**src/rtl/mul_div_unit.sv**
```systemverilog
// mul_div_unit: iterative unsigned multiply/divide unit beside the ALU.
// Each multiply or divide runs one bit per clock over DATA_W cycles. The unit
// then raises a single write-back strobe toward the register file.
module mul_div_unit #(
  parameter int DATA_W = 32,
  parameter int ADDR_W = 4
) (
  input  logic              clk_150_mhz,
  input  logic              reg_rst_n,
  input  logic              start,
  input  logic [1:0]        op,
  input  logic [DATA_W-1:0] rs1_data,
  input  logic [DATA_W-1:0] rs2_data,
  input  logic [ADDR_W-1:0] rd_addr,
  output logic              busy,
  output logic              wb_en,
  output logic [ADDR_W-1:0] wb_addr,
  output logic [DATA_W-1:0] wb_data
);

  localparam int CNT_W = (DATA_W > 1) ? $clog2(DATA_W) : 1;
  localparam logic [CNT_W-1:0] LAST_ITER = CNT_W'(DATA_W - 1);

  localparam logic [1:0] OP_MUL   = 2'b00;
  localparam logic [1:0] OP_MULHU = 2'b01;
  localparam logic [1:0] OP_DIVU  = 2'b10;

  typedef enum logic [1:0] {
    IDLE = 2'b00,
    RUN  = 2'b01,
    DONE = 2'b10
  } state_t;

  state_t              state;
  state_t              state_nxt;
  logic [1:0]          op_q;
  logic [ADDR_W-1:0]   rd_q;
  logic [CNT_W-1:0]    cnt;
  logic [2*DATA_W-1:0] acc;
  logic [2*DATA_W-1:0] mcand;
  logic [DATA_W-1:0]   shreg;
  logic [DATA_W:0]     rem;
  logic [DATA_W-1:0]   divisor;

  logic                is_div;
  logic                div_zero;
  logic                last_step;
  logic [2*DATA_W-1:0] acc_step;
  logic [DATA_W:0]     rem_shift;
  logic                rem_ge;
  logic [DATA_W:0]     rem_step;
  logic [DATA_W-1:0]   quo_step;
  logic [DATA_W-1:0]   result;

  // shreg holds the multiplier (consumed LSB first) or the dividend that turns into the quotient
  assign is_div    = op_q[1];
  assign div_zero  = (divisor == '0);
  assign last_step = (cnt == LAST_ITER);
  assign busy      = (state != IDLE);
  assign wb_en     = (state == DONE);

  // One shift-add or restoring-division step, plus the final result selection
  always_comb begin
    acc_step  = shreg[0] ? (acc + mcand) : acc;
    rem_shift = {rem[DATA_W-1:0], shreg[DATA_W-1]};
    rem_ge    = (rem_shift >= {1'b0, divisor});
    rem_step  = rem_ge ? (rem_shift - {1'b0, divisor}) : rem_shift;
    quo_step  = {shreg[DATA_W-2:0], rem_ge};
    result    = '0;
    if (is_div && div_zero) begin
      result = (op_q == OP_DIVU) ? '1 : shreg;
    end else begin
      case (op_q)
        OP_MUL:   result = acc_step[DATA_W-1:0];
        OP_MULHU: result = acc_step[2*DATA_W-1:DATA_W];
        OP_DIVU:  result = quo_step;
        default:  result = rem_step[DATA_W-1:0];
      endcase
    end
  end

  // State register; reset aborts any operation in flight
  always_ff @(posedge clk_150_mhz or negedge reg_rst_n) begin
    if (!reg_rst_n) state <= IDLE;
    else            state <= state_nxt;
  end

  // Next state: a zero divisor is caught on the first RUN cycle and skips the iterations
  always_comb begin
    state_nxt = state;
    case (state)
      IDLE: if (start) state_nxt = RUN;
      RUN:  if ((is_div && div_zero) || last_step) state_nxt = DONE;
      DONE: state_nxt = IDLE;
      default: state_nxt = IDLE;
    endcase
  end

  // Operand capture, per-cycle iteration, and result/destination capture on entry to DONE
  always_ff @(posedge clk_150_mhz or negedge reg_rst_n) begin
    if (!reg_rst_n) begin
      op_q    <= '0;
      rd_q    <= '0;
      cnt     <= '0;
      acc     <= '0;
      mcand   <= '0;
      shreg   <= '0;
      rem     <= '0;
      divisor <= '0;
      wb_addr <= '0;
      wb_data <= '0;
    end else begin
      case (state)
        IDLE: begin
          if (start) begin
            op_q    <= op;
            rd_q    <= rd_addr;
            cnt     <= '0;
            acc     <= '0;
            mcand   <= {{DATA_W{1'b0}}, rs1_data};
            shreg   <= op[1] ? rs1_data : rs2_data;
            rem     <= '0;
            divisor <= rs2_data;
          end
        end
        RUN: begin
          cnt <= cnt + 1'b1;
          if (is_div) begin
            shreg <= quo_step;
            rem   <= rem_step;
          end else begin
            acc   <= acc_step;
            mcand <= mcand << 1;
            shreg <= shreg >> 1;
          end
          if (state_nxt == DONE) begin
            wb_addr <= rd_q;
            wb_data <= result;
          end
        end
        default: ;
      endcase
    end
  end

endmodule
```
**config.mk**
```make
export PLATFORM = sky130hd
export DESIGN_NAME = mul_div_unit
export DESIGN_NICKNAME = d
export VERILOG_FILES = /design/src/rtl/mul_div_unit.sv
export SDC_FILE = /design/constraint.sdc
export NUM_CORES = 1
export LEC_CHECK = 0
export CAP_MARGIN = 5
export CELL_PAD_IN_SITES_DETAIL_PLACEMENT = 1
export CELL_PAD_IN_SITES_GLOBAL_PLACEMENT = 1
export CORE_ASPECT_RATIO = 1.25
export CORE_MARGIN = 1.5
export CORE_UTILIZATION = 50
export DETAILED_ROUTE_END_ITERATION = 7
export PLACE_DENSITY_LB_ADDON = 0.3
export SYNTH_ARGS = -nofsm -noshare
export SYNTH_HDL_FRONTEND = slang
export SYNTH_SLANG_ARGS = --single-unit
```
**constraint.sdc**
```tcl
create_clock -name clk_150_mhz -period 6.1 [get_ports clk_150_mhz]
set_clock_uncertainty 0.15 [all_clocks]
set_input_delay 1.22 -clock clk_150_mhz [delete_from_list [all_inputs] [get_ports clk_150_mhz]]
set_output_delay 1.22 -clock clk_150_mhz [all_outputs]
set_load 0.03 [all_outputs]
```
==> flow_metrics.tcl <==
set metrics [dict create \
    outcome "completed" \
    p_leak_nw 9.36 \
    arrival_ns 4.83 \
    design.core.area_um2 38000 \
    vias_per_cell 6.79 \
    drv_slew 0 \
    seq_area_um2 6840 \
    synth_edf_count 0 \
    cts-root-buf "clkbuf_16" \
    fin_area_um2 21600 \
    met3_usage_pct 8.90 \
    synth_top_area_cell "dfrtp_1" \
    setup_tns_ns 0 \
    yosysTopAreaCellShare_pct 35.5 \
    grt_busiest_layer "met2" \
    multi_input_area_um2 11600 \
    internal-power_mw 7.27 \
    use_met2_pct 67.6 \
    drt-pass1-iter-count 5 \
    rsz0062_at_grt "no" \
    synth_area_per_cell_um2 8.27 \
    start_util_pct 50.6 \
    synth_commonest_cells "nand2_1 (319), dfrtp_1 (273), o21ai_0 (218)" \
    yosysSeqAreaShare_pct 35.5 \
    numCtsBuffers 30 \
    dp_hpwl_um 60700 \
    fin_crit_sh_pct 74.0 \
    drtIter0Drc 1601 \
    yosys_warnings 0 \
    switching_share_pct 54.2 \
    criticalPathCategory "reg2reg" \
    row_count 80 \
    async_reset_ff_share_pct 100 \
    grt_overflow 0 \
    syn_area_um2 19200 \
    drive_gt1_share_pct 5.99 \
    hold_class "reg2reg" \
    final_nets 2518 \
    yosysUniqueCellTypes 86 \
    path_clk_slew_ns 0.06 \
    drc 0 \
    tritoncts "yes" \
    die-area_um2 39700 \
    synthesis.nets 2498 \
    die_h_um 222 \
    grt_pass1_vias 20300 \
    die_w_um 178 \
    peakVddDrop_mv 0.527 \
    grt_pass1_wl_um 123000 \
    antenna_found_initial 2 \
    ys_ff_latch 273 \
    grt.met1_usage_pct 49.1 \
    endpoint_kind "flip-flop" \
    dr_total_vias 19400 \
    yosys-top-cells-area "dfrtp_1 (36%), ha_1 (6.3%), nand2_1 (6.2%)" \
    pwr-share-clk_pct 11.9 \
    clk_latency_ns 0.60 \
    nFillCells 4504 \
    min_period_ns 4.52 \
    timing.hold.ws_ns 0.321 \
    crit_fanout 45 \
    tightest_slew_ns 1.14 \
    cts.sinks 273 \
    gp_congestion 0.989 \
    setup_violations 0 \
    postPlaceCellArea_um2 20600 \
    relSlewSlack_pct 23.4 \
    synth_cells 2326 \
    syn_to_final_growth_pct 12.4 \
    numPortBuffers 110 \
    grt_max_degree 126 \
    io_pins 111 \
    max-cap-violations 0 \
    h-tree-depth 1 \
    pwr_density_cell_nw_per_um2 733 \
    synth.most_common_cell "nand2_1" \
    routed_wl_um 82000 \
    wl_per_cell_um 28.6 \
    worstPathRequired_ns 6.42 \
    grt_use_total_pct 41.2 \
    ys.flop_type "dfrtp_1" \
    cts-hold-fix-buffers 0 \
    cts-resized-gates 0 \
    p_comb_share_pct 66.4 \
    startpoint_type "flip-flop" \
    drtAntennaViolNets 0 \
    pwr-share-seq_pct 21.8 \
    final_core_util_pct 56.9 \
    cts.path.max_buffers 3 \
    total_power_mw 15.9 \
    hold_viol 0 \
    switchingPower_mw 8.59 \
    post_cts_buffers 0 \
    max_freq_mhz 221 \
]
==> area by class of cell <==
class / count / share of cell area, %
Multi-Input combinational cell: 1837 / 53.6
Timing Repair Buffer: 141 / 6.22
Antenna cell: 1 / 0.0116
Clock buffer: 44 / 4.18
Inverter: 63 / 1.09
Sequential cell: 273 / 31.6
Tap cell: 492 / 2.85
Clock inverter: 11 / 0.416
==> power groups by stage <==
stage	Clock (mW)	Combinational, mW	Sequential (mW)
detailed placement	0	10.1	3.43
floorplan	0	7.05	3.21
finish	1.88	10.5	3.45
CTS	1.89	10.2	3.41
global route	1.96	11.3	3.51
global placement	0	9.86	3.39
==> critical path, cell delays in order (launching register included) <==
cell	delay, ns
dfrtp_1	0.41
ha_1	0.42
a2111oi_2	0.38
o21ai_1	0.10
o21ai_0	0.24
nand2_2	0.18
a221oi_4	0.36
o311a_2	0.94
buf_4	0.39
mux2i_1	0.32
a21oi_1	0.12
a211oi_1	0.22
o21ai_0	0.12
==> layout by cell type, fill, tap and decap left out, types with 6 or more instances in the layout <==
cell type	count
nand2_1	316
dfrtp_1	270
o21ai_0	217
nor2_1	208
a21oi_1	181
clkdlybuf4s50_1	108
mux2i_1	101
ha_1	97
nand3_1	66
inv_1	63
a211oi_1	53
xnor2_1	50
a31oi_1	47
nor3_1	41
a22o_1	40
a21o_1	39
xor2_1	36
and3_1	33
nand4_1	32
clkbuf_16	31
buf_4	30
o21a_1	18
nor4_1	16
a31o_2	16
o211ai_1	15
a221oi_1	12
or3_1	12
o21bai_1	12
o31ai_1	11
o22ai_1	10
nor2b_1	9
nand2b_1	9
o21ai_1	8
a211o_1	8
o221ai_1	8
clkbuf_8	8
clkinv_2	7
and2_1	6
==> flip-flops by register name, indices dropped and copies added (netlist names) <==
register,cells
acc,64
cnt,5
divisor,32
mcand,64
op_q,2
rd_q,4
rem,32
shreg,32
state,2
wb_addr,4
wb_data,32
==> routing by layer <==
metal,vias up,part of all wire (%)
li1,8522,-
met1,9739,38
met2,876,48
met3,284,8.0
met4,4,6.5
met5,-,0.027
==> cells by family after synthesis <==
kind of cell / after synthesis / share of synthesized area (%)
mux: 111 / 6.13
fa+ha+maj: 99 / 6.52
buf+inv: 216 / 4.55
compound gates: 762 / 25.5
simple gates: 779 / 17.9
xor+xnor: 86 / 3.92
flops: 273 / 35.5
==> metrics by stage <==
| step | setup slack, ns | instances |
|---|---|---|
| 2_1_floorplan | 2.78 | 2326 |
| 6_report | 1.58 | 2862 |
| 3_5_place_dp | 1.67 | 2806 |
| 3_3_place_gp | 1.76 | 2806 |
| 4_1_cts | 1.61 | 2861 |
| 5_1_grt | 1.30 | 2861 |
==> worst paths after layout <==
path	from	end	slack, ns	cells after the start
max in group asynchronous	reg_rst_n	acc[62]$_DFFE_PN0P_	3.87	2
min	rd_q[0]$_DFFE_PN0P_	wb_addr[0]$_DFFE_PN0P_	0.32	2
min in group asynchronous	reg_rst_n	mcand[56]$_DFFE_PN0P_	0.50	1
max reg2reg	rem[7]$_DFFE_PN0P_	wb_data[13]$_DFFE_PN0P_	1.58	12
max	rem[7]$_DFFE_PN0P_	wb_data[13]$_DFFE_PN0P_	1.58	12
min reg2reg	rd_q[0]$_DFFE_PN0P_	wb_addr[0]$_DFFE_PN0P_	0.32	2
(Power assumes the default switching activity.)
==> RTL edit, RTL diff (config.mk and constraints unchanged) <==
The 3 states of `state_t` get a one-hot encoding in 3 bits.
--- a/src/rtl/mul_div_unit.sv
+++ b/src/rtl/mul_div_unit.sv
@@ -26,8 +26,8 @@
   localparam logic [1:0] OP_DIVU  = 2'b10;
 
-  typedef enum logic [1:0] {
-    IDLE = 2'b00,
-    RUN  = 2'b01,
-    DONE = 2'b10
+  typedef enum logic [2:0] {
+    IDLE = 3'b001,
+    RUN  = 3'b010,
+    DONE = 3'b100
   } state_t;
 
Check against the original RTL: no difference found for any inputs over 4 cycles, from zero or initial values and one cycle with reg_rst_n low; so few cycles prove little.
==> RTL edit against the unedited design <==
Routed wire length grew 6.6%. Power is 34% lower. Fmax down 7.6%. Cell area rose by 0.99%. Utilization is 0.27 points higher. Cell count up 1.8%. Via count increased by 4.1%. Area after synthesis is 1.2% higher. Non-clock buffer count grew 3. Sequential cell count grew 1. Highest routed layer unchanged. Worst setup slack got worse by 370 ps. Critical endpoint is now wb_data[23].
==> RTL edit: results (changes against the unedited design) <==
Slew @ Worst Pin = 1230 ps (+85.1 ps)
Synth Area in Compound Gates = 25.5% (about the same)
Vias in the first global route = 21100 (+3.9%)
Starting DRT DRC Count = 1809 (+13%)
Leakage = 9.78 nW (+4.4%)
# resized after CTS = 0 (unchanged)
Synth Area in XOR/XNOR = 3.87% (-0.046 points)
RePlAce Congestion = 1.02 (+3.1%)
Layout cells sized above 1 = 4.59% (-1.4 points)
Worst path arrival time = 5170 ps (+340 ps)
Largest regs = acc: 64 flops, mcand: 64 flops
CTS root buf = clkbuf_16
Hold Crit Class = flip-flop to flip-flop
Commonest cells post-synth = nand2_1 (365), dfrtp_1 (273), o21ai_0 (250), a21oi_1 (170), nor2_1 (161)
TritonRoute pass-1 iters = 5 (unchanged)
Tot GR Track Use = 42.9% (+1.7 points)
First-pass GRT wire length = 132 mm (+7.1%)
Post-CTS Setup Inserts = 0 (unchanged)
Synth warnings = 0 (unchanged)
Share of synthesized area spent on multiplexers = 6.08% (-0.053 points)
Fillers = 4537 (+0.73%)
Area contributors post-synth = dfrtp_1 (35%), nand2_1 (7.0%), o21ai_0 (6.4%), ha_1 (6.2%), mux2i_1 (5.5%)
Seq/Total Area, Yosys = 35.2% (-0.28 points)
IO Port Bufs = 110 (unchanged)
Status = complete, no violations
CTS tree = yes
Initial antenna violation count = 5 (+3)
Yosys cell types = 75 (-13%)
Clk pin slew, worst setup/hold paths = 70 ps
Largest net degree at the start of global routing = 105 (-17%)
Post-synth top flop = dfrtp_1
Adder-cell share of the synthesized area = 6.44% (-0.077 points)
H-tree Lvls = 1 (unchanged)
CTS Buffer Depth = 3 (unchanged)
Worst-path maximum fanout = 24 (-47%)
Via/cell ratio = 6.94 (+2.2%)
Worst vdd ir = 0.249 mV (-53%)
CTS Buf Count = 30 (unchanged)
Worst skew pair latency = 590 ps
Post-Route WL = 87.3 mm (+6.6%)
DP HPWL = 65.1 mm (+7.3%)
Nets = 2566 (+1.9%)
Async SR Flop Fraction = 100% (unchanged)
## RTL edit: cell count changes in the layout (fill, tap and decap cells not counted), sizes merged, moves of 24 or more
cell	change
o211ai	+41
a211oi	-35
nor2	-50
o21ai	+24
nand2	+45
## RTL edit: metal layers
metal	vias to the layer above	GRT usage [%]	share of wire, %
met5	-	0	0.031
met1	10200	50.4	37
li1	8700	-	-
met4	4	26.3	6.7
met2	975	72.6	48
met3	317	8.00	7.8
## RTL edit: path summary, 6_finish.rpt
path	to	cells after the start	slack, ps	start
setup / recovery	wb_data[23]	12	1210	divisor[2]
hold / removal	wb_addr[3]	2	330	rd_q[3]
setup reg to reg	wb_data[23]	12	1210	divisor[2]
hold reg to reg	wb_addr[3]	2	330	rd_q[3]
max in group asynchronous	op_q[1]	2	3990	reg_rst_n
min in group asynchronous	mcand[40]	1	580	reg_rst_n
## RTL edit: report_power, final
part	internal, mW	switching [mW]	total (mW)
combinational	1.82	3.90	5.72
sequential	2.29	0.615	2.91
clock	1.08	0.828	1.90
## RTL edit: cells by family after synthesis
family	after synthesis
AOI/OAI and AO/OA	783
xor gates and xnor gates	86
adders and majority gates	99
buffers and inverters	232
DFF	274
muxes	113
and+or+nand+nor	798
## RTL edit: final cells by class
cell class                      instances  area, um2  share of cell area [%]
Antenna cell                            4       10.0                  0.0458
Clock buffer                           46        882                    4.04
Clock inverter                         10        103                   0.470
Inverter                               65        244                    1.12
Multi-Input combinational cell       1879      11800                    53.8
Sequential cell                       274       6860                    31.4
Tap cell                              492        616                    2.82
Timing Repair Buffer                  144       1370                    6.27
## RTL edit: stage by stage
step / total power [mW] / cells / setup slack, ps / util [%] / area (um2)
final: 10.5 / 2914 / 1210 / 57.1 / 21800
after global routing: 11.0 / 2910 / 1090 / 57.1 / 21800
after CTS: 10.3 / 2910 / 1330 / 57.1 / 21800
after detailed placement: 8.38 / 2854 / 1380 / 54.5 / 20900
after floorplan: 6.37 / 2385 / 2650 / - / 19500
after global placement: 8.20 / 2854 / 1530 / 54.5 / 20900
## RTL edit: worst max-delay path, cell delays in order (launching register included)
cell	delay (ps)
dfrtp_1	370
inv_1	70
ha_1	350
o211ai_2	160
a21oi_1	100
o41a_1	500
o2111ai_1	350
or3b_1	550
a41oi_4	830
buf_4	290
nor3_1	70
a2111oi_0	730
o22ai_1	190
